==> config.mk <==
export PLATFORM = sky130hd
export DESIGN_NAME = serial_2s_complement
export DESIGN_NICKNAME = d
export VERILOG_FILES = /design/src/rtl/serial_2s_complement.sv
export SDC_FILE = /design/constraint.sdc
export NUM_CORES = 1
export LEC_CHECK = 0
export CORE_UTILIZATION = 30
export CTS_BUF_LIST = sky130_fd_sc_hd__clkbuf_16
export CTS_CLUSTER_SIZE = 12
export DETAILED_ROUTE_END_ITERATION = 10
export SETUP_SLACK_MARGIN = 0.2
export SLEW_MARGIN = 20
export SYNTH_ARGS = -nofsm -noshare
export SYNTH_HDL_FRONTEND = slang
export SYNTH_SLANG_ARGS = --single-unit
==> constraint.sdc <==
create_clock -name clk -period 1.4 [get_ports clk]
set_input_delay 0.14 -clock clk [delete_from_list [all_inputs] [get_ports clk]]
set_output_delay 0.14 -clock clk [all_outputs]
set_load 0.01 [all_outputs]
==> src/rtl/serial_2s_complement.sv <==
// Bit-serial two's-complement negator: walks the accepted word LSB-first,
// copying bits up to and including the first 1 and inverting every bit after it.
module serial_2s_complement #(
    parameter int WIDTH = 4
) (
    input  logic             clk,
    input  logic             rst,
    input  logic             in_valid,
    output logic             in_ready,
    input  logic [WIDTH-1:0] in_data,
    output logic             out_valid,
    input  logic             out_ready,
    output logic [WIDTH-1:0] out_data,
    output logic             out_ovf
);

    localparam int CW = $clog2(WIDTH);
    localparam logic [CW-1:0] LAST_IDX = CW'(WIDTH - 1);
    localparam logic [WIDTH-1:0] MIN_NEG = {1'b1, {(WIDTH-1){1'b0}}};

    typedef enum logic [1:0] {
        IDLE,
        COPY,
        INVERT,
        DONE
    } state_t;

    state_t           state_q, state_d;
    logic [WIDTH-1:0] shift_q, shift_d;
    logic [WIDTH-1:0] result_q, result_d;
    logic [CW-1:0]    cnt_q, cnt_d;
    logic             ovf_q, ovf_d;
    logic             bit_in;
    logic             last_bit;

    assign bit_in   = shift_q[0];
    assign last_bit = (cnt_q == LAST_IDX);

    always_ff @(posedge clk) begin
        if (rst) begin
            state_q <= IDLE;
        end else begin
            state_q <= state_d;
        end
    end

    always_ff @(posedge clk) begin
        if (rst) begin
            shift_q  <= '0;
            result_q <= '0;
            cnt_q    <= '0;
            ovf_q    <= 1'b0;
        end else begin
            shift_q  <= shift_d;
            result_q <= result_d;
            cnt_q    <= cnt_d;
            ovf_q    <= ovf_d;
        end
    end

    // The WIDTH-th processed bit ends the word on either path.
    always_comb begin
        state_d = state_q;
        case (state_q)
            IDLE: begin
                if (in_valid) begin
                    state_d = COPY;
                end
            end
            COPY: begin
                if (last_bit) begin
                    state_d = DONE;
                end else if (bit_in) begin
                    state_d = INVERT;
                end
            end
            INVERT: begin
                if (last_bit) begin
                    state_d = DONE;
                end
            end
            DONE: begin
                if (out_ready) begin
                    state_d = IDLE;
                end
            end
            default: state_d = IDLE;
        endcase
    end

    // Result fills from the MSB end so the word lands in place after WIDTH shifts.
    always_comb begin
        shift_d  = shift_q;
        result_d = result_q;
        cnt_d    = cnt_q;
        ovf_d    = ovf_q;
        case (state_q)
            IDLE: begin
                if (in_valid) begin
                    shift_d = in_data;
                    cnt_d   = '0;
                    ovf_d   = (in_data == MIN_NEG);
                end
            end
            COPY: begin
                result_d = {bit_in, result_q[WIDTH-1:1]};
                shift_d  = shift_q >> 1;
                cnt_d    = cnt_q + CW'(1);
            end
            INVERT: begin
                result_d = {~bit_in, result_q[WIDTH-1:1]};
                shift_d  = shift_q >> 1;
                cnt_d    = cnt_q + CW'(1);
            end
            default: begin
            end
        endcase
    end

    always_comb begin
        in_ready  = (state_q == IDLE);
        out_valid = (state_q == DONE);
        out_data  = result_q;
        out_ovf   = ovf_q;
    end

endmodule

# Word level (Yosys, flattened, before mapping)
# Index checks and enable logic that the tools add are counted.
# op_classes
n_addsub	1
eq_ne	9
bitwise_logic	1
muxes	11
reduce_logical	7
# op_table
operator	count
$pmux W4 S2	2
$mux W2	6
$pmux W2 S4	1
$eq A2 B2 Y1 const B	3
$eq A4 B4 Y1 const B	1
$mux W4	1
$ne A2 B2 Y1 const B	2
$pmux W2 S2	1
$reduce_and A2 Y1	2
$reduce_and A4 Y1	1
$reduce_bool A2 Y1	2
$ne A3 B3 Y1 const B	1
$add A2 B1 Y2 const B	1
$eq A2 B1 Y1 const B	1
$logic_not A2 Y1	1
$ne A2 B1 Y1 const B	1
$reduce_or A2 Y1	1
$not A1 Y1	1
# word_totals
in_bits	8
ff_bits	13
word_cells	34
out_inout_bits	7

# Depth between registers and ports, before layout
# Gate-level depths: netlist of run 1.
# logic_depth
depth_word	4
depth_mapped	6
mapped_depth_nobuf	6

# Least setup slack after synthesis of run 1
# OpenSTA, ideal clock, no wires.
# synth_path
path_type	register to register
from	register state_q[0]
to	register state_q[0]
path_stages_with_launch	7
setup_slack_ns	0.048
period_less_slack_ns	1.352
setup_ns	0.071
required_ns	1.329
t_arrival_ns	1.281
path_cell_list	dfxtp_1 inv_1 ha_1 nand2b_2 o21ai_2 a211o_1 a21oi_1
# synth_via
elab_chain_len	3
elab_cells_between_ends	10
classes_between	7 x eq/ne; 1 x mux; 2 x reduce/logical
# synth_lines
element	line_no	text
from (decl)	28	state_t state_q, state_d;
from (signal assigned)	43	state_q <= state_d;
$logic_not A2 Y1 (*)	--	
net in_ready	9	output logic in_ready,
$ne A2 B2 Y1 (no source line)	--	
$reduce_and A4 Y1 (no source line)	--	
# The timed path passes the listed nets; every way through them passes the cells marked *.
# A chain may end at the register's enable or synchronous reset.

# Final worst setup path of run 1
# layout_path
from	register state_q[0]
to	register shift_q[1]
# layout_via
elab_chain_len	4
elab_cells_between_ends	8
classes_between	3 x eq/ne; 1 x mux; 4 x reduce/logical
# layout_lines
element	line_no	text
$eq A2 B2 Y1 / $eq A2 B1 Y1 (equally long branches)	97	case (state_q)
$reduce_or A2 Y1 (no source line)	--	
$reduce_bool A2 Y1 (no source line)	--	
$reduce_and A2 Y1 (no source line)	--	
to (signal assigned)	54	shift_q <= shift_d;
to (decl)	29	logic [WIDTH-1:0] shift_q, shift_d;
# Parallel ways exist; a longest one is shown, timed or not.

==> results.cfg, run 1 <==
[outcome]
status = complete, no violations

[power]
swShare = 0.3583
p_sw_w = 0.0008160
pwr-share-clk = 0.232
power.leakage_nw = 0.4212
power_frac_seq = 0.247
ir_drop_mv = 0.9034
internal_power_w = 0.001461
comb_power_share = 0.521
power_density_nw_per_um2 = 2228

[worst_setup_path]
crit_fanout = 6
worstSetupStartpointType = register
reg2reg_depth = 5
cp-end-kind = register
critPathRequiredTime_ns = 1.52
arrival_ns = 1.38
r2r_slack_ns = 0.14
timing.rr.start = state_q[0]
r2r_end = shift_q[1]
crit_type = reg2reg

[worst_hold_path]
min_from = out_ovf
holdPathEnd = out_ovf
hold_depth = 2
hold_path_class = reg2reg

[placed_design]
port_buffers = 14
dpl.cell_count = 114
place_area_um2 = 854.6
detailed_place_hpwl_um = 984.1
gp_congestion = 0.7203
place_ws_ns = 0.06815

[clock_tree]
cts_made_buffers = 3
cts_max_path_buffers = 2
clk_latency_ns = 0.24
clk_pin_slew_ns = 0.04
cts_root_buf = clkbuf_16
cts.sinks = 13
ctsHtreeMaxLevel = 1
cts_tree = yes

[synth]
netlist_area_um2 = 661.9
synth_top_area_share = 0.3932
yosysTopAreaCell = dfxtp_1
synth_seq_area_share = 0.3932
syn_avg_cell_area_um2 = 9.067
synthCells = 73
syn-num-nets = 86
yosysWarnings = 0
synthTopCellsByArea = dfxtp_1 39%, ha_1 9.5%, mux2i_1 9.1%
ys_seq_elements = 13
ys_types = 24

[finish]
nFillCells = 186
final_cell_mix = 11 x dfxtp_1, 11 x buf_4, 9 x nor2_1
diodes = 0
final_area_um2 = 1022
area_growth_syn_to_layout_pct = 54.44
drive_gt1_frac = 0.3299
regArea_um2 = 265.3
final_nets = 111
final_cell_count_no_fill = 124
multi_input_area_um2 = 409.1

[detailed_routing]
vias_per_cell = 4.750
ant_nets = 0
vias = 589
drtIter0Drc = 8
wire_per_inst_um = 11.71
post-route-drc-count = 0
dr.pass1.iters = 4
wirelength_um = 1452

[timing]
tightest_slew_ns = 0.3247
hold_viol_final = 0
slew_viol_final = 0
fin_crit_ns = 1.261
finalHoldWorstSlack_ns = 0.4443
rsz0062_at_grt = true
post-route-period-util = 0.9008
layout_setup_ws_ns = 0.1389
max_freq_mhz = 793.0
setup_tns_ns = 0
slew_headroom = 0.7805
finalSetupViolCount = 0
clock_skew_ns = 0.001748

[global_routing]
grt_pass1_wl_um = 2290
antenna_found_initial = 0
grt_max_degree = 9
grt_pass1_vias = 537
grt-ovfl-total = 0
gr-usage-met3 = 0.02804
grt_use_met1 = 0.1553
grt.total_usage = 0.1277
busiest_layer = met2
use_met2 = 0.1991

[floorplan]
die_area_um2 = 2398
start_util = 0.3274
rows = 16
chipWidth_um = 48.97
die_y_um = 48.97
coreArea_um2 = 2022
pin_count = 15

[run]
max_cap_violations = 0
==> metrics by stage <==
stage                       util  power (W)
after floorplan                -   0.001274
after global placement    0.4226   0.001496
after detailed placement  0.4226   0.001502
after CTS                 0.4808   0.002160
after global routing      0.5056   0.002418
final                     0.5056   0.002277
==> layer usage <==
layer / vias to the layer above / share of wire
met5: - / 0
met4: 0 / 0.0090
met3: 2 / 0.023
met2: 12 / 0.48
met1: 274 / 0.49
li1: 301 / -
==> state kept, by name, summed over array words and instances (netlist names) <==
signal and cells:
out_data 4, shift_q 4, cnt_q 2, state_q 2, out_ovf 1
==> critical path, stage by stage (launching register included) <==
cell,delay (ns)
dfxtp_4,0.36
inv_4,0.04
ha_4,0.30
buf_4,0.15
mux2i_2,0.21
a211oi_2,0.09
==> worst max path at each step <==
stage                          start          to  cells after the start
after floorplan           state_q[0]  shift_q[1]                      6
after global placement    state_q[0]  shift_q[0]                      6
after detailed placement  state_q[0]  shift_q[1]                      6
after CTS                 state_q[0]  shift_q[1]                      6
after global routing      state_q[0]  shift_q[2]                      5
final                     state_q[0]  shift_q[1]                      5
==> logic make-up after synthesis <==
logic type      synth area share
mux                      0.09074
simple gates              0.1494
fa+ha+maj                0.09452
flops                     0.3932
compound gates            0.1796
xor+xnor                 0.01323
buf+inv                  0.07939
==> cell type report <==
type	count	area share
Timing Repair Buffer	25	0.2069
Multi-Input combinational cell	50	0.4002
Clock inverter	1	0.003672
Tap cell	27	0.03305
Sequential cell	13	0.2595
Clock buffer	3	0.07344
Inverter	5	0.02326
==> what timing repair did <==
action	CTS	global route
gates resized for setup	17	10
buffers inserted	4	2
endpoints found under the hold margin	0	0
setup endpoints to repair	15	14
pin swaps	7	4
hold buffers	0	0
==> cells in the mapped netlist (all sizes together) <==
| master | instances |
|---|---|
| nand3 | 2 |
| mux2i | 6 |
| nor4b | 1 |
| xnor2 | 1 |
| buf | 4 |
| nand2b | 2 |
| o21ai | 5 |
| a21oi | 6 |
| o41ai | 1 |
| nand3b | 1 |
| a211oi | 4 |
| dfxtp | 13 |
| nand2 | 4 |
| inv | 5 |
| clkbuf | 1 |
| a211o | 1 |
| nand4 | 1 |
| ha | 5 |
| nor2 | 9 |
| a32oi | 1 |
==> power groups by stage <==
stage / combinational [W] / clock, W / sequential, W
after floorplan: 0.000724 / 0 / 0.000550
after global placement: 0.000930 / 0 / 0.000566
after detailed placement: 0.000932 / 0 / 0.000569
after CTS: 0.00105 / 0.000545 / 0.000562
after global routing: 0.00128 / 0.000560 / 0.000576
final: 0.00119 / 0.000527 / 0.000563
Note: power is estimated with default switching activity, not from simulation.
==> inputs of run 2 (changes only) <==
ABC_AREA = 0   (was unset)
==> results of run 2 <==
The final DEF is identical to that of run 1; final timing and power are the same.
==> inputs of run 3 (changes only) <==
--- a/config.mk
+++ b/config.mk
@@ -12,5 +12,4 @@
 export DETAILED_ROUTE_END_ITERATION = 10
 export SETUP_SLACK_MARGIN = 0.2
-export SLEW_MARGIN = 20
 export SYNTH_ARGS = -nofsm -noshare
 export SYNTH_HDL_FRONTEND = slang
==> constraint.sdc (replaced) <==
create_clock -name clk -period 1.4 [get_ports clk]
set_input_delay 0.14 -clock clk [delete_from_list [all_inputs] [get_ports clk]]
set_output_delay 0.14 -clock clk [all_outputs]
set_load 0.05 [all_outputs]
==> run 3 against run 2 <==
- register-to-register slack barely moved
- largest cell class unchanged
- cell count fell by 0.81%
- first-iteration DRC count rose by 13%
- combinational power rose by 27%
- clock-buffer cell count did not move
- hold slack improved by 0.011 ns
- critical endpoint unchanged
- via count rose by 0.68%
- utilization rose by 3.1 points
- sequential share of layout area fell by 1.3 points
- non-clock buffer count fell by 1
- critical path depth did not move
==> results.cfg, run 3 (synthesis gave the netlist of run 1 again) <==
[power]
ir_drop_mv = 1.201
power_density_nw_per_um2 = 2422
power.leakage_nw = 0.4250

[finish]
multi_input_area_um2 = 410.4
final_cell_mix = 11 x dfxtp_1, 11 x buf_4, 9 x nor2_1
regArea_um2 = 267.8
nFillCells = 186
drive_gt1_frac = 0.3750
diodes = 0
final_nets = 110
area_growth_syn_to_layout_pct = 63.89
final_cell_count_no_fill = 123

[worst_setup_path]
crit_fanout = 8
crit_type = reg2reg
reg2reg_depth = 5
worstSetupStartpointType = register
critPathRequiredTime_ns = 1.52
arrival_ns = 1.40
cp-end-kind = register

[timing]
fin_crit_ns = 1.274
finalSetupViolCount = 0
rsz0062_at_grt = true
clock_skew_ns = 0.001207
tightest_slew_ns = 0.2833
max_freq_mhz = 785.2
setup_tns_ns = 0
slew_headroom = 0.8084
slew_viol_final = 0
hold_viol_final = 0
finalHoldWorstSlack_ns = 0.4557
post-route-period-util = 0.9097

[detailed_routing]
dr.pass1.iters = 4
wire_per_inst_um = 11.98
drtIter0Drc = 9
wirelength_um = 1474
vias = 593
ant_nets = 0
vias_per_cell = 4.821
post-route-drc-count = 0

[global_routing]
grt_max_degree = 9
grt_pass1_vias = 570
grt.total_usage = 0.1391
antenna_found_initial = 0
grt_pass1_wl_um = 2504
grt-ovfl-total = 0

[clock_tree]
cts_tree = yes
postCtsHoldBufs = 0
clk_pin_slew_ns = 0.04
cts_max_path_buffers = 2
clk_latency_ns = 0.24
cts.sinks = 13
cts_made_buffers = 3
ctsHtreeMaxLevel = 1
cts_root_buf = clkbuf_16

[floorplan]
coreArea_um2 = 2022
rows = 16
pin_count = 15
die_area_um2 = 2398
die_y_um = 48.97
start_util = 0.3274
chipWidth_um = 48.97

[placed_design]
dpl.cell_count = 111
gp_congestion = 0.8521
port_buffers = 14
detailed_place_hpwl_um = 1015

[outcome]
status = complete, no violations

[worst_hold_path]
hold_path_class = reg2reg
hold_depth = 2

[run]
max_cap_violations = 0
run 3: cell count changes in the layout (fill, tap and decap cells not counted), sizes merged:
| cell | before | now |
|---|---|---|
| dlygate4sd2 | 5 | 0 |
| clkdlybuf4s15 | 1 | 0 |
| buf | 12 | 17 |
run 3: final timing paths:
check,slack [ns],to,startpoint
max,0.13,shift_q[1],state_q[0]
min,0.46,out_ovf,out_ovf
max reg2reg,0.13,shift_q[1],state_q[0]
min reg2reg,0.46,out_ovf,out_ovf
run 3: repair_timing:
action                                 CTS  global route
endpoints found under the hold margin    0             0
setup endpoints to repair               10            14
resized for setup                        4             5
setup buffers                            7             1
pin swaps                                3             4
gates cloned                             0             0
run 3: worst max-delay path, stage by stage, from the launching register on:
cell and delay (ns):
dfxtp_4 0.37, inv_4 0.04, ha_4 0.29, buf_8 0.14, mux2i_1 0.23, a211oi_2 0.09
run 3: per-layer routing:
layer / part of all wire / track usage / vias up / routed length (µm)
li1: - / - / 302 / -
met1: 0.43 / 0.1562 / 274 / 633
met2: 0.52 / 0.2431 / 13 / 764
met3: 0.033 / 0.03115 / 4 / 48
met4: 0.018 / 0.07353 / 0 / 27
met5: 0 / 0 / - / 0
run 3: area by class of cell:
type	instances	share of cell area
clock buffer	3	0.06920
clock inverter	1	0.003460
inverter	5	0.02422
multi-input combinational	50	0.3783
sequential	13	0.2468
tap	27	0.03114
timing repair buffer	24	0.2468
run 3: metrics by stage:
step	util	cell area (µm²)	worst slack, ns	power, W
after CTS	0.5229	1057	0.1160	0.002529
final	0.5365	1085	0.1265	0.002627
after global routing	0.5365	1085	0.09035	0.002768
after global placement	0.4493	908.4	0.05774	0.001755
after detailed placement	0.4493	908.4	0.04667	0.001778
after floorplan	-	711.9	0.1940	0.001477
run 3: where the power goes:
part           leakage (nW)  internal, W  total (W)  switching (W)
Combinational         0.275     0.000763    0.00151       0.000749
Clock                0.0423     0.000376   0.000527       0.000151
Sequential            0.108     0.000490   0.000588      0.0000981
